<file path="config.mk">
export PLATFORM = sky130hd
export DESIGN_NAME = inertial_integrator
export DESIGN_NICKNAME = d
export VERILOG_FILES = /design/src/rtl/inertial_integrator.sv
export SDC_FILE = /design/constraint.sdc
export NUM_CORES = 1
export LEC_CHECK = 0
export ABC_AREA = 1
export CAP_MARGIN = 20
export CORE_MARGIN = 4
export CORE_UTILIZATION = 56
export DETAILED_ROUTE_END_ITERATION = 10
export PLACE_DENSITY = 0.79
export SYNTH_ARGS = -nofsm -noshare
export SYNTH_HDL_FRONTEND = slang
export SYNTH_SLANG_ARGS = --single-unit
</file>
<file path="constraint.sdc">
create_clock -name clk -period 4.2 [get_ports clk]
set_input_delay 0.84 -clock clk [delete_from_list [all_inputs] [get_ports clk]]
set_output_delay 0.84 -clock clk [all_outputs]
set_load 0.05 [all_outputs]
</file>
<file path="src/rtl/inertial_integrator.sv">
// inertial_integrator: calibrates the pitch-rate offset, then fuses the
// offset-compensated rate with the Z-accel pitch estimate into a pitch integrator.
module inertial_integrator #(
  parameter int CAL_LOG2 = 8,
  parameter logic signed [15:0] AZ_OFFSET = 16'sh00A0
) (
  input  logic               clk,
  input  logic               rst_n,
  input  logic               vld,
  input  logic signed [15:0] ptch_rt,
  input  logic signed [15:0] AZ,
  output logic signed [15:0] ptch,
  output logic signed [15:0] ptch_rt_comp,
  output logic               ptch_vld,
  output logic               cal_done
);
  typedef enum logic {CAL = 1'b0, RUN = 1'b1} state_e;
  state_e state_q, state_d;
  logic [CAL_LOG2-1:0] cnt_q, cnt_d;
  logic signed [23:0] sum_q, sum_d, sum_nx;
  logic signed [15:0] off_q, off_d, comp_q, comp_d, comp_nx, az_comp, acc;
  logic signed [26:0] int_q, int_d;
  logic signed [16:0] rt_diff, az_diff;
  logic signed [25:0] az_ext, prod;
  logic signed [27:0] int_ext, comp_ext, fusion, int_nx;
  logic vld_q, cal_last, cal_upd, run_upd;
  function automatic logic signed [15:0] sat17(input logic signed [16:0] v);
    return (v[16] != v[15]) ? (v[16] ? 16'sh8000 : 16'sh7FFF) : v[15:0];
  endfunction
  function automatic logic signed [26:0] sat28(input logic signed [27:0] v);
    return (v[27] != v[26]) ? (v[27] ? 27'sh4000000 : 27'sh3FFFFFF) : v[26:0];
  endfunction
  always_ff @(posedge clk or negedge rst_n)
    if (!rst_n) state_q <= CAL;
    else state_q <= state_d;
  always_comb begin
    cal_upd = (state_q == CAL) && vld;
    cal_last = cal_upd && (&cnt_q);
    state_d = cal_last ? RUN : state_q;
  end
  always_comb begin
    cal_done = state_q == RUN;
    run_upd = cal_done && vld;
    ptch = int_q[26:11];
    ptch_rt_comp = comp_q;
    ptch_vld = vld_q;
  end
  always_comb begin
    sum_nx = sum_q + {{8{ptch_rt[15]}}, ptch_rt};
    sum_d = cal_upd ? sum_nx : sum_q;
    cnt_d = cal_upd ? cnt_q + 1'b1 : cnt_q;
    off_d = cal_last ? 16'(sum_nx >>> CAL_LOG2) : off_q;
    rt_diff = {ptch_rt[15], ptch_rt} - {off_q[15], off_q};
    az_diff = {AZ[15], AZ} - {AZ_OFFSET[15], AZ_OFFSET};
    comp_nx = sat17(rt_diff);
    az_comp = sat17(az_diff);
    az_ext = az_comp;
    prod = az_ext * 26'sd327;
    acc = 16'(prod >>> 13);
    // fusion nudges the integrator toward the accel estimate using the registered pitch
    fusion = (acc > ptch) ? 28'sd1024 : -28'sd1024;
    int_ext = int_q;
    comp_ext = comp_nx;
    int_nx = int_ext - comp_ext + fusion;
    comp_d = run_upd ? comp_nx : comp_q;
    int_d = run_upd ? sat28(int_nx) : int_q;
  end
  always_ff @(posedge clk or negedge rst_n)
    if (!rst_n) begin
      cnt_q <= '0;
      sum_q <= '0;
      off_q <= '0;
      comp_q <= '0;
      int_q <= '0;
      vld_q <= 1'b0;
    end else begin
      cnt_q <= cnt_d;
      sum_q <= sum_d;
      off_q <= off_d;
      comp_q <= comp_d;
      int_q <= int_d;
      vld_q <= run_upd;
    end
endmodule

</file>
# Word level (Yosys, flattened, before mapping)

Index checks and enable logic that the tools add are counted.

Register bits after elaboration: 93
Word-level logic and storage cells: 30

Add/subtract/negate cells: 6
Multiply operators: 1
$lt $le $gt $ge: 1
Equality and inequality tests: 3
Multiplexer cells: 7
Bitwise logic cells: 1
Reductions and logical operators: 4

Operators by type and width:

| kind                     | count |
|---|---|
| $mux W16                 | 4 |
| $mux W27                 | 2 |
| $add A28 B28 Y28         | 1 |
| $mux W28                 | 1 |
| $sub A27 B16 Y28         | 1 |
| $mul A16 B10 Y26 const B | 1 |
| $add A24 B24 Y24         | 1 |
| $sub A16 B16 Y17         | 1 |
| $sub A16 B9 Y17 const B  | 1 |
| $gt A13 B16 Y1           | 1 |
| $add A8 B1 Y8 const B    | 1 |
| $reduce_and A8 Y1        | 1 |
| $logic_and A1 B1 Y1      | 3 |
| $ne A1 B1 Y1             | 3 |
| $not A1 Y1               | 1 |

# Logic depth before layout (Yosys ltp)

Depth after elaboration: 9
Mapped depth: 58
Depth with buffers taken out: 56

# Worst setup path before layout

Ideal clock, no wire load.

Kind: input to register
From: in AZ[5]
To: reg int_q[10]
Arrival: 9.892 ns
Data required time: 4.079 ns
Slack: -5.812 ns
Stages on the path: 54
Cell sequence: inv_1 -> ha_1 -> inv_1 -> nand2_1 -> nand3_1 -> o21ai_0 -> nand2_1 -> ha_1 -> clkbuf_1 -> inv_1 -> nand3_1 -> clkbuf_1 -> o21ai_0 -> ha_1 -> ha_1 -> inv_1 -> fa_1 -> inv_1 -> (+18 left out) -> nand2_1 -> inv_1 -> fa_1 -> inv_1 -> ha_1 -> inv_1 -> o21bai_1 -> nand2_1 -> nand2_1 -> nand2_1 -> nand2_1 -> a21oi_1 -> nand2_1 -> nand2_1 -> nand2_2 -> a21oi_4 -> buf_6 -> a21oi_2

Longest elaborated chain between the ends: 9

Ends and longest elaborated chain:

| element                                  | RTL line | text |
|---|---|---|
| from (decl)                              | 11       | `input logic signed [15:0] AZ,` |
| $sub A16 B9 Y17 (*)                      | 54       | `az_diff = {AZ[15], AZ} - {AZ_OFFSET[15], AZ_OFFSET};` |
| $mux W16 or $ne A1 B1 Y1 (tied branches) | 28       | `return (v[16] != v[15]) ? (v[16] ? 16'sh8000 : 16'sh7FFF) : v[15:0];` |
| $mux W16 (*)                             | 28       |  |
| $mul A16 B10 Y26 (*)                     | 58       | `prod = az_ext * 26'sd327;` |
| $gt A13 B16 Y1 (*)                       | 61       | `fusion = (acc > ptch) ? 28'sd1024 : -28'sd1024;` |
| $mux W28 (*)                             | 61       |  |
| $add A28 B28 Y28 (*)                     | 64       | `int_nx = int_ext - comp_ext + fusion;` |
| $mux W27 or $ne A1 B1 Y1 (tied branches) | 31       | `return (v[27] != v[26]) ? (v[27] ? 27'sh4000000 : 27'sh3FFFFFF) : v[26:0];` |
| $mux W27 (*)                             | 31       |  |
| to (signal assigned)                     | 81       | `int_q <= int_d;` |
| to (decl)                                | 22       | `logic signed [26:0] int_q, int_d;` |

Every way passes the cells marked *; elsewhere a longest branch is shown, timed or not.
A chain may end at the register's enable or synchronous reset.

# Worst setup path in the final report

From: in AZ[5]
To: reg int_q[15]

The elaborated chain is that of the path after synthesis.

==> flow_summary.yaml <==
critical_path:
  path_buf_inv: 11
  r2r_start: "int_q[14]$_DFFE_PN0P_"
  cpPeakStageDelay_ns: 0.63
  reg2reg_depth: 27
  critPathLaunch: "AZ[5]"
  worstPathRequired_ns: 4.44
  cp-start-kind: "primary input"
  worstPathArrival_ns: 9.91
  r2r-end: "int_q[15]$_DFFE_PN0P_"
  r2r_slack_ns: -0.40
  crit_slowest_cell: "fa_1"
  cp_top_family: "adder cells"
  crit_path_end_kind: "flop"
  crit_path_max_fanout: 7
  worstSetupPathType: "in -> reg"
floorplanning:
  dieArea_um2: 23200
  boundaryPins: 69
  core-area_um2: 20400
  dieHeight_um: 152
  die_w_um: 152
  num_rows: 52
  start_util_pct: 57.4
cells_and_area:
  ff_latch_area_um2: 2330
  antenna_cells: 0
  area_growth_pct: 41.1
  multi_input_area_um2: 9500
  final_cell_mix: "362 x nand2_1, 286 x buf_4, 194 x inv_1"
  layout.nets: 2194
  drive_gt1_share_pct: 29.8
  final_common_cell: "nand2_1"
  n_fill_cell: 1265
timing:
  setup_viol: 27
  period_share_pct: 230
  worst_slack_ns: -5.47
  max_freq_mhz: 103
  rsz0062_at_grt: "true"
  period_minus_slack_ns: 9.67
  final_hold_viol_count: 0
  tightest_slew_ns: 0.735
  max_slew_margin_pct: 50.7
  clock_skew_ns: 0.0151
  slew_violations: 0
outcome:
  status: "complete, but fails checks"
  violations: "setup timing"
place:
  routabilityCongestion: 0.991
  port_buffers: 68
  dp_hpwl_um: 26700
  dp_slack_ns: -5.91
clock_tree:
  clkTransAtPathRegs_ns: 0.07
  cts_buffers: 9
  clock_latency_ns: 0.37
  cts_buffer_depth: 2
  htreeDepth: 3
  cts_tree: "done"
  cts_sinks: 93
  root_buffer: "clkbuf_16"
  hold_buffers: 0
detailed_routing:
  drt_iter0_drc: 1061
  drtPass1Iterations: 5
  vias: 12577
  highest_layer: "met4"
  route.met2.wl_um: 19700
  routed_wl_um: 40600
  via_per_inst: 5.72
  wl_met3_um: 2740
  drc_errors: 0
  wl_per_cell_um: 18.4
  drtAntennaViolNets: 0
  met1_length_um: 15800
yosys:
  ys_seq_area_share_pct: 19.9
  syn_area_um2: 11700
  syn-num-nets: 1844
  postSynthAreaPerCell_um2: 7.42
  ys_warn_count: 0
  synthCells: 1575
  synth_seq_cells: 93
  synthDistinctLibCells: 46
grt:
  grt_use_total_pct: 32.2
  grt_overflow: 0
  grt_pass1_vias: 12578
  grt_antenna_before_repair: 0
  grt_max_degree: 48
  grt_pass1_wl_um: 61600
hold_path:
  min_to: "ptch_rt_comp[11]$_DFFE_PN0P_"
  hold_class: "reg -> reg"
  hold_start: "ptch_rt_comp[11]$_DFFE_PN0P_"
  whs_path_depth: 2
flow_run:
  drv_cap: 0
## registers in the layout, summed over array words and instances (netlist names)
register and flops:
off_q 16, sum_q 24, int_q 27, ptch_vld 1, ptch_rt_comp 16, cal_done 1, cnt_q 8
## worst register-to-register path, stage by stage (launching register included)
cell and delay (ns):
dfrtp_1 0.43, inv_1 0.12, ha_1 0.34, a21oi_1 0.20, o21ai_0 0.15, nand4_1 0.12, nand3_1 0.09, nand2_1 0.07
o211a_1 0.20, o21ai_4 0.12, nand2_8 0.15, clkinv_8 0.09, fa_1 0.63, inv_2 0.09, ha_4 0.26, nand2_1 0.07
nand2_1 0.07, nand3_1 0.09, nand2_2 0.08, a21oi_2 0.15, o21a_2 0.20, nand2_2 0.06, nand2_2 0.10, nand2_2 0.08
a21oi_4 0.17, buf_12 0.14, buf_8 0.15, a21oi_2 0.07
## worst max path at each step
stage	to	cells past startpoint
after floorplan	int_q[11]$_DFFE_PN0P_	54
final	int_q[15]$_DFFE_PN0P_	51
after global placement	int_q[15]$_DFFE_PN0P_	50
after CTS	int_q[14]$_DFFE_PN0P_	49
after detailed placement	int_q[15]$_DFFE_PN0P_	55
after global routing	int_q[15]$_DFFE_PN0P_	50
## synth_stat cells (all sizes together)
cell type / instances / share of area (%)
a211oi: 1 / 0.064
a21boi: 3 / 0.19
a21o: 9 / 0.58
a21oi: 126 / 6.3
a221oi: 1 / 0.075
a31oi: 3 / 0.16
a32oi: 1 / 0.075
and2: 1 / 0.054
and3: 1 / 0.054
buf: 25 / 1.7
clkbuf: 12 / 0.39
clkinv: 4 / 0.13
dfrtp: 93 / 20
fa: 60 / 10
ha: 174 / 19
inv: 216 / 6.9
nand2: 409 / 13
nand3: 96 / 4.4
nand3b: 4 / 0.26
nand4: 16 / 0.86
nor2: 105 / 3.4
nor3: 20 / 0.94
nor4: 4 / 0.21
nor4b: 1 / 0.075
o211a: 1 / 0.086
o21a: 2 / 0.13
o21ai: 94 / 4.2
o21bai: 8 / 0.51
o221ai: 1 / 0.075
o31ai: 2 / 0.13
or2: 14 / 0.75
xnor2: 18 / 1.3
xor2: 50 / 3.7
## cell families after synthesis
group | share of synthesized area (%)
compound gates | 12.5
xor+xnor | 5.10
buf+inv | 9.18
fa+ha+maj | 28.9
flops | 19.9
simple gates | 24.4
## area by class of cell
| class | instances | area share, % |
|---|---|---|
| Clock buffer | 9 | 1.37 |
| Clock inverter | 6 | 0.721 |
| Inverter | 220 | 5.31 |
| Timing Repair Buffer | 375 | 18.8 |
| Sequential cell | 93 | 14.1 |
| Tap cell | 270 | 2.05 |
| Multi-Input combinational cell | 1226 | 57.6 |
## timing repair
item | CTS | global route
gates cloned | 2 | 1
endpoints found under the hold margin | 0 | 0
setup buffers | 26 | 7
endpoints found under the setup margin | 27 | 27
pin swaps | 94 | 29
gates resized for setup | 155 | 68
## through the flow
stage	util, %	instance area, um^2	cells	TNS (ns)	hold slack, ns
after floorplan	-	12200	1575	-121.36	0.442
after global placement	73.7	15000	2151	-151.26	0.459
after global routing	81.0	16500	2199	-150.90	0.503
after CTS	79.7	16200	2193	-119.96	0.486
after detailed placement	73.7	15000	2151	-158.88	0.465
final	81.0	16500	2199	-146.47	0.481
## per-layer routing
layer / global-route usage, % / vias up
met2: 56.5 / 601
met4: 14.2 / 0
li1: - / 5842
met1: 39.2 / 5920
met3: 4.97 / 214
met5: 0 / -
Power is left out: the tool's default activity adds up to more than one toggle a clock period on the data nets, which glitch-free logic cannot reach.
